$ cat src/rtl/switch_debouncer.sv
`default_nettype none
// ============================================================================
// switch_debouncer : 2-FF synchroniser and shared-tick debouncer for a switch
//                    bus, with registered rise/fall/changed strobes.
// Revision         : 1.0
// ============================================================================
module switch_debouncer #(
  parameter int WIDTH        = 16,
  parameter int CLK_DIV      = 100000,
  parameter int STABLE_TICKS = 10
) (
  input  logic             CLK100MHZ,
  input  logic             CPU_RESETN,
  input  logic [WIDTH-1:0] switch,
  output logic [WIDTH-1:0] switch_db,
  output logic [WIDTH-1:0] switch_rise,
  output logic [WIDTH-1:0] switch_fall,
  output logic             changed
);

  localparam int PRE_W = (CLK_DIV > 1) ? $clog2(CLK_DIV) : 1;
  localparam int CNT_W = (STABLE_TICKS > 0) ? $clog2(STABLE_TICKS + 1) : 1;
  localparam logic [PRE_W-1:0] c_pre_last = PRE_W'(CLK_DIV - 1);
  localparam logic [CNT_W-1:0] c_cnt_last = CNT_W'(STABLE_TICKS - 1);

  logic [WIDTH-1:0] sync1_q, sync1_d;
  logic [WIDTH-1:0] sync2_q, sync2_d;
  logic [PRE_W-1:0] pre_cnt_q, pre_cnt_d;
  logic [CNT_W-1:0] cnt_q [WIDTH];
  logic [CNT_W-1:0] cnt_d [WIDTH];
  logic [WIDTH-1:0] db_q, db_d;
  logic [WIDTH-1:0] rise_q, rise_d;
  logic [WIDTH-1:0] fall_q, fall_d;
  logic             changed_q, changed_d;
  logic             tick;

  assign tick = (pre_cnt_q == c_pre_last);

  always_comb begin
    sync1_d   = switch;
    sync2_d   = sync1_q;
    pre_cnt_d = tick ? '0 : pre_cnt_q + 1'b1;
    db_d      = db_q;
    rise_d    = '0;
    fall_d    = '0;
    for (int i = 0; i < WIDTH; i++) begin
      cnt_d[i] = cnt_q[i];
      // A match at any edge discards progress; only ticks advance a mismatch.
      if (sync2_q[i] == db_q[i]) begin
        cnt_d[i] = '0;
      end else if (tick) begin
        if (cnt_q[i] == c_cnt_last) begin
          cnt_d[i]  = '0;
          db_d[i]   = sync2_q[i];
          rise_d[i] = sync2_q[i];
          fall_d[i] = ~sync2_q[i];
        end else begin
          cnt_d[i] = cnt_q[i] + 1'b1;
        end
      end
    end
    changed_d = |(rise_d | fall_d);
  end

  always_ff @(posedge CLK100MHZ) begin
    if (!CPU_RESETN) begin
      sync1_q   <= '0;
      sync2_q   <= '0;
      pre_cnt_q <= '0;
      db_q      <= '0;
      rise_q    <= '0;
      fall_q    <= '0;
      changed_q <= 1'b0;
      for (int i = 0; i < WIDTH; i++) begin
        cnt_q[i] <= '0;
      end
    end else begin
      sync1_q   <= sync1_d;
      sync2_q   <= sync2_d;
      pre_cnt_q <= pre_cnt_d;
      db_q      <= db_d;
      rise_q    <= rise_d;
      fall_q    <= fall_d;
      changed_q <= changed_d;
      for (int i = 0; i < WIDTH; i++) begin
        cnt_q[i] <= cnt_d[i];
      end
    end
  end

  assign switch_db   = db_q;
  assign switch_rise = rise_q;
  assign switch_fall = fall_q;
  assign changed     = changed_q;

endmodule
`default_nettype wire
$ cat config.mk
export PLATFORM = sky130hd
export DESIGN_NAME = switch_debouncer
export DESIGN_NICKNAME = d
export VERILOG_FILES = /design/src/rtl/switch_debouncer.sv
export SDC_FILE = /design/constraint.sdc
export NUM_CORES = 1
export LEC_CHECK = 0
export ABC_AREA = 0
export BUFFER_PORTS_ARGS = -buffer_cell sky130_fd_sc_hd__buf_2
export CAP_MARGIN = 40
export CORE_MARGIN = 4
export CORE_UTILIZATION = 55
export CTS_BUF_LIST = sky130_fd_sc_hd__clkbuf_4 sky130_fd_sc_hd__clkbuf_8 sky130_fd_sc_hd__clkbuf_16
export CTS_CLUSTER_SIZE = 8
export DETAILED_ROUTE_END_ITERATION = 8
export HOLD_SLACK_MARGIN = 0.02
export PLACE_DENSITY = 0.73
export RECOVER_POWER = 25
export SYNTH_ARGS = -nofsm -noshare
export SYNTH_HDL_FRONTEND = slang
export SYNTH_SLANG_ARGS = --single-unit
$ cat constraint.sdc
create_clock -name CLK100MHZ -period 2.9 [get_ports CLK100MHZ]
set_clock_uncertainty 0.15 [all_clocks]
set_input_delay 0.435 -clock CLK100MHZ [delete_from_list [all_inputs] [get_ports CLK100MHZ]]
set_output_delay 0.435 -clock CLK100MHZ [all_outputs]
set_load 0.05 [all_outputs]
* Word-level counts from Yosys, hierarchy flattened
Memory sizes are Yosys's and may differ from the RTL's.
Cells that the tools add are included.
Widths: inputs -> output; s select.
** Storage, ports and cells
- Flip-flop bits (word level) :: 98
- Latch bits :: 0
- Bits in writable memories :: 64
- ROM bits :: 0
- Output and inout port bits :: 49
- Logic and storage cells :: 303
- Memories :: 1
** Memories
- cnt_q :: words 16, bits a word 4, read ports 16, clocked after memory_dff 0, write ports 16, line 29 : logic [CNT_W-1:0] cnt_q [WIDTH];
** Cells by class
- Add/sub/neg operators :: 17
- Multipliers :: 0
- Div/mod/pow operators :: 0
- Order comparisons :: 0
- Equal/unequal tests :: 33
- Shift operators :: 0
- Mux-type cells :: 162
- Bitwise operators :: 50
- Reduce and logical (&&, ||, !) cells :: 18
** Operator list (number)
- $mux 4 :: 64
- $mux 1 :: 98
- $add 4x1->4 const B :: 16
- $eq 4x4->1 const B :: 16
- $reduce_and 3->1 :: 16
- $not 1->1 :: 33
- $add 17x1->17 const B :: 1
- $eq 17x17->1 const B :: 1
- $eq 1x1->1 :: 16
- $or 1x1->1 :: 16
- $or 16x16->16 :: 1
- $reduce_or 16->1 :: 1
- $reduce_or 2->1 :: 1

* Depth between registers and ports, before layout
Gate-level depths: netlist (run 1).
- Depth after elaboration :: 6
- Mapped depth :: 7
- Depth with buffers taken out :: 5

* Worst setup path before layout (run 1)
Ideal clock, no wire load.
- Path kind :: register to register
- Start point :: register pre_cnt_q[5]
- End point :: memory cnt_q[0][2] (netlist name)
- Setup time :: 0.125 ns
- Arrival time :: 1.985 ns
- Required time :: 2.625 ns
- Setup slack :: 0.639 ns
- Cell stages (with the launch flop) :: 7
- Period minus slack after synthesis :: 2.261 ns
- Cells stage by stage :: dfxtp_1 -> or4b_4 -> or4_1 -> buf_6 -> buf_6 -> o31ai_1 -> a21oi_1
** RTL lines
- start, declared :: line 28 : logic [PRE_W-1:0] pre_cnt_q, pre_cnt_d;
- start signal, assigned :: line 80 : pre_cnt_q <= pre_cnt_d;
- end, declared :: line 29

==> results of run 1 <==
[per-stage QoR]
stage,util (%),cells
finish,65.5,1014
global route,65.5,1014
CTS,65.9,1014
detailed placement,60.7,983
global placement,60.7,983
floorplan,-,767
[critical path, stage by stage (launching register included)]
cell and delay, ps:
dfxtp_1 370, or4b_4 610, or4_1 680, buf_4 280
o31ai_1 240, a21oi_1 100
[final timing paths]
path	start	endpoint	slack (ps)	cells after the start
setup / recovery	pre_cnt_q[5]	cnt_q[0][2]	360	5
hold / removal	switch[4]	sync1_q[4]	60	2
setup reg to reg	pre_cnt_q[5]	cnt_q[0][2]	360	5
hold reg to reg	sync1_q[9]	sync2_q[9]	280	1
[sequential cells by signal, indices dropped and copies added, names as in the netlist]
| name | cells |
|---|---|
| switch_fall | 16 |
| switch_db | 16 |
| changed | 1 |
| sync1_q | 16 |
| sync2_q | 16 |
| pre_cnt_q | 17 |
| cnt_q | 64 |
| switch_rise | 16 |
[placed cells by master, fill, tap and decap left out, types with 17 or more instances in the layout]
master,n
nor3b_1,33
nor2_1,34
a21oi_1,63
nand2_1,60
buf_2,47
xor2_1,23
o31ai_1,17
nor4_1,26
o21ai_0,22
xnor2_1,22
dfxtp_1,162
clkbuf_1,23
inv_1,57
and2_1,20
clkbuf_16,17
nand4_1,26
nand3_1,61
[area by class of cell]
class,instances,area [um^2]
fillers,1029,4170
flip-flops and latches,162,3240
multi-input cells,517,3230
clock buffers,23,502
repair buffers,79,414
inverters,57,214
well taps,168,210
clock inverters,8,124
[cells by family after synthesis]
family	Yosys count	synth area share (%)
AO/OA/AOI/OAI	157	14.8
XOR/XNOR	45	5.76
flip-flops	162	47.4
AND/OR/NAND/NOR	314	26.3
adder cells (fa/ha/maj)	1	0.183
buffers and inverters	88	5.61
[routing by layer]
layer / vias to the layer above / share of wire, % / track usage [%]
met5: - / 0 / 0
met4: 0 / 1.3 / 8.80
met3: 25 / 5.1 / 4.95
met2: 166 / 48 / 36.3
met1: 2820 / 45 / 27.7
li1: 2904 / - / -
[power groups by stage]
stage | clock network, W | logic, W | registers, W
floorplan | 0 | 0.0000531 | 0.00231
global placement | 0 | 0.0000803 | 0.00231
detailed placement | 0 | 0.0000829 | 0.00232
CTS | 0.00239 | 0.0000833 | 0.00227
global route | 0.00249 | 0.0000898 | 0.00227
finish | 0.00235 | 0.0000803 | 0.00227
[Yosys cell counts (all sizes together) (22+ instances only)]
| cell type | count | area [um^2] |
|---|---|---|
| nand4 | 26 | 163 |
| nor4 | 29 | 196 |
| nand3 | 61 | 305 |
| o21ai | 23 | 115 |
| and2 | 32 | 200 |
| nand2 | 60 | 225 |
| dfxtp | 162 | 3240 |
| a21oi | 63 | 315 |
| nor3b | 33 | 248 |
| inv | 57 | 214 |
| nor2 | 34 | 128 |
| xnor2 | 22 | 193 |
| xor2 | 23 | 201 |
==> results.tsv, run 1 <==
metric	value	unit
htreeDepth	4	
end_kind	register	
arrival	2690	ps
worstSkewPairLatency	430	ps
rows	40	
holdWs	60.3	ps
slew_violations	32	
die_w	120	um
grt_pass1_wl	25700	um
p_sw	0.000949	W
fin_ws	358	ps
die_h	120	um
rsz0062_at_grt	no	
cap_violations	1	
p_comb_share	1.7	%
async_flop_share	0	%
worst_setup_path_start_kind	register	
power.leakage	2.79	nW
setup_viol	0	
diodes	0	
fmax	393	MHz
clk_path_buf_depth	2	
drtIter0Drc	494	
power_frac_clock	50.1	%
synth_area	0.00685	mm^2
swShare	20.2	%
routed_wl	15500	um
drc	0	
synth-seq-cells	162	
synthToLayoutAreaGrowth	16.0	%
vias	5915	
ctsResizeCount	0	
numCtsBuffers	17	
place_area	0.00735	mm^2
status	complete, but fails checks	
synth_area_per_cell	8.92	um^2
power_density	592	mW/mm^2
antenna_found_initial	0	
ant_nets	0	
grt_pass1_vias	5411	
tightest_slew	1600	ps
wl_per_cell	15.2	um
clk_pin_slew	60	ps
boundaryPins	67	
routed_via_density	5.83	
min_period	2540	ps
period_share	87.7	%
cp.required	3050	ps
syn-num-nets	786	
ys_warn_count	0	
first_pass_iters	5	
yosysSeqAreaShare	47.4	%
coreArea	0.0121	mm^2
cts_tree	yes	
synth_edf_count	0	
min_path_type	in2reg	
grt_max_degree	57	
grt.total_usage	21.9	%
cts.hold.buffers_added	0	
hold_viol	0	
dpl.hpwl	10500	um
syn-instance-count	767	
die_area	0.0143	mm^2
cts_root_buf	clkbuf_16	
failed_checks	max-capacitance violations, max-slew violations	
drive_gt1_share	10.8	%
internal_power	0.00375	W
gr-total-overflow	0	
stdcell_area	0.00794	mm^2
pre_cts_slack	360	ps
ir_drop	448	uV
fin_nets	853	
start_util	56.5	%
power	0.00470	W
cts_sinks	162	
path_class	reg2reg	
synth-main-ff-cell	dfxtp_1	
ys_types	43	
numPortBuffers	66	
post_cts_buffers	0	
fin_setup_tns	0	ps
slew_headroom	-6.59	%
gp_congestion	0.796	
crit_fanout	22	
p_seq_share	48.2	%
Note: power is estimated with default switching activity, not from simulation.
==> run 2: changes to the inputs <==
==> constraint.sdc (replaced) <==
create_clock -name CLK100MHZ -period 2.4 [get_ports CLK100MHZ]
set_clock_uncertainty 0.15 [all_clocks]
set_input_delay 0.36 -clock CLK100MHZ [delete_from_list [all_inputs] [get_ports CLK100MHZ]]
set_output_delay 0.36 -clock CLK100MHZ [all_outputs]
set_load 0.05 [all_outputs]
==> results.tsv, run 2 (synthesis results as in run 1) <==
metric	value	unit	change
status	completed		
post_cts_buffers	0		unchanged
multiInputGateArea	0.00324	mm^2	+0.15%
fmax	427	MHz	+8.5%
period_share	97.7	%	+10 points
power_density	679	mW/mm^2	+15%
cts_sinks	162		unchanged
largest_reg_flops	64		unchanged
clk_pin_slew	60	ps	about the same
drtIter0Drc	425		-14%
p_seq_share	49.3	%	+1.1 points
place_inst	994		+1.1%
p_sw	0.00112	W	+18%
routed_wl	15800	um	+2.1%
numCtsBuffers	17		unchanged
wl_per_cell	15.1	um	-0.62%
drc	0		unchanged
grt_pass1_wl	26200	um	+2.0%
n_fill_cell	982		-4.6%
ant_nets	0		unchanged
start_util	56.5	%	unchanged
dpl.hpwl	10400	um	-0.60%
layout.cells.non_filler	1042		+2.8%
rows	40		unchanged
min_period	2340	ps	-198 ps
worst_setup_path_start_kind	register		
htreeDepth	4		unchanged
pre_cts_slack	101	ps	-259 ps
antenna_found_initial	0		unchanged
numPortBuffers	66		unchanged
vias	5932		+0.29%
tightest_slew	630	ps	-969 ps
arrival	2490	ps	-200 ps
die_h	120	um	unchanged
holdWs	280	ps	+220 ps
grt_max_degree	83		+46%
min_path_type	reg2reg		
worstSkewPairLatency	420	ps	about the same
final_common_cell	dfxtp_1		
place_area	0.00745	mm^2	+1.3%
boundaryPins	67		unchanged
power_frac_clock	48.5	%	-1.6 points
internal_power	0.00443	W	+18%
crit_fanout	27		+23%
die_area	0.0143	mm^2	unchanged
stdcell_area	0.00819	mm^2	+3.1%
gr-total-overflow	0		unchanged
slew_headroom	57.4	%	+64 points
seqCellArea	0.00324	mm^2	unchanged
top_regs	cnt_q (64), pre_cnt_q (17)		
path_class	reg2reg		
slew_violations	0		-100%
p_comb_share	2.2	%	+0.5 points
cts_tree	yes		
grt.total_usage	22.5	%	+0.58 points
power.leakage	2.93	nW	+5.0%
setup_viol	0		unchanged
top_register	cnt_q		
hold_viol	0		unchanged
synthToLayoutAreaGrowth	19.6	%	
coreArea	0.0121	mm^2	unchanged
utilization	67.6	%	+2.1 points
fin_nets	880		+3.2%
layout_common_cells	dfxtp_1, a21oi_1, nand3_1, nand2_1, inv_1		
end_kind	register		
gp_congestion	0.812		+2.1%
cap_violations	0		-1
swShare	20.2	%	about the same
diodes	0		unchanged
clk_path_buf_depth	2		unchanged
fin_ws	56.0	ps	-302 ps
routed_via_density	5.69		-2.4%
ir_drop	543	uV	+21%
cts_root_buf	clkbuf_16		
die_w	120	um	unchanged
cp.required	2550	ps	-500 ps
rsz0062_at_grt	yes		
grt_pass1_vias	5610		+3.7%
first_pass_iters	5		unchanged
drive_gt1_share	12.4	%	+1.6 points
## run 2: worst paths after layout
kind                                   start      endpoint  slack, ps  depth (start not counted)
worst max-delay path            pre_cnt_q[5]  cnt_q[1][10]         60                          5
worst min-delay path             sync1_q[15]   sync2_q[15]        280                          1
worst max register to register  pre_cnt_q[5]  cnt_q[1][10]         60                          5
worst min register to register   sync1_q[15]   sync2_q[15]        280                          1
## run 2: worst max-delay path, stage by stage, from the launching register on
cell     delay (ps)
dfxtp_1         310
or4b_4          530
or4_1           580
buf_4           260
o31ai_1         270
a21oi_1         100
## run 2: final cells by class
cell class                      instances  share of cell area [%]
Multi-Input combinational cell        517                    39.5
Sequential cell                       162                    39.6
Inverter                               57                    2.61
Clock inverter                          8                    1.25
Timing Repair Buffer                  106                    8.36
Tap cell                              168                    2.57
Clock buffer                           24                    6.07
## run 2: per-stage QoR
stage,TNS [ps],total power [W]
5_1_grt,-15.7,0.00573
2_1_floorplan,0,0.00286
6_report,0,0.00556
4_1_cts,0,0.00561
3_5_place_dp,0,0.00290
3_3_place_gp,0,0.00290
## run 2: metal layers
metal  wire, um  track usage [%]  vias to the layer above
met2       7490             36.5                      176
met4        508             12.0                        0
li1           -                -                     2962
met3        849             5.61                       47
met5          0                0                        -
met1       6940             27.5                     2747
## run 2: timing repair
action,in CTS,in global routing
gates resized for setup,0,1
endpoints found under the setup margin,0,2
hold buffers,16,0
hold endpoints to repair,16,0
## run 2: power by group through the flow
| stage | Sequential, W | Clock [W] | Combinational, W |
|---|---|---|---|
| after detailed placement | 0.00280 | 0 | 0.000102 |
| after global placement | 0.00280 | 0 | 0.0000988 |
| final | 0.00274 | 0.00270 | 0.000121 |
| after floorplan | 0.00279 | 0 | 0.0000642 |
| after CTS | 0.00274 | 0.00275 | 0.000122 |
| after global routing | 0.00274 | 0.00286 | 0.000134 |
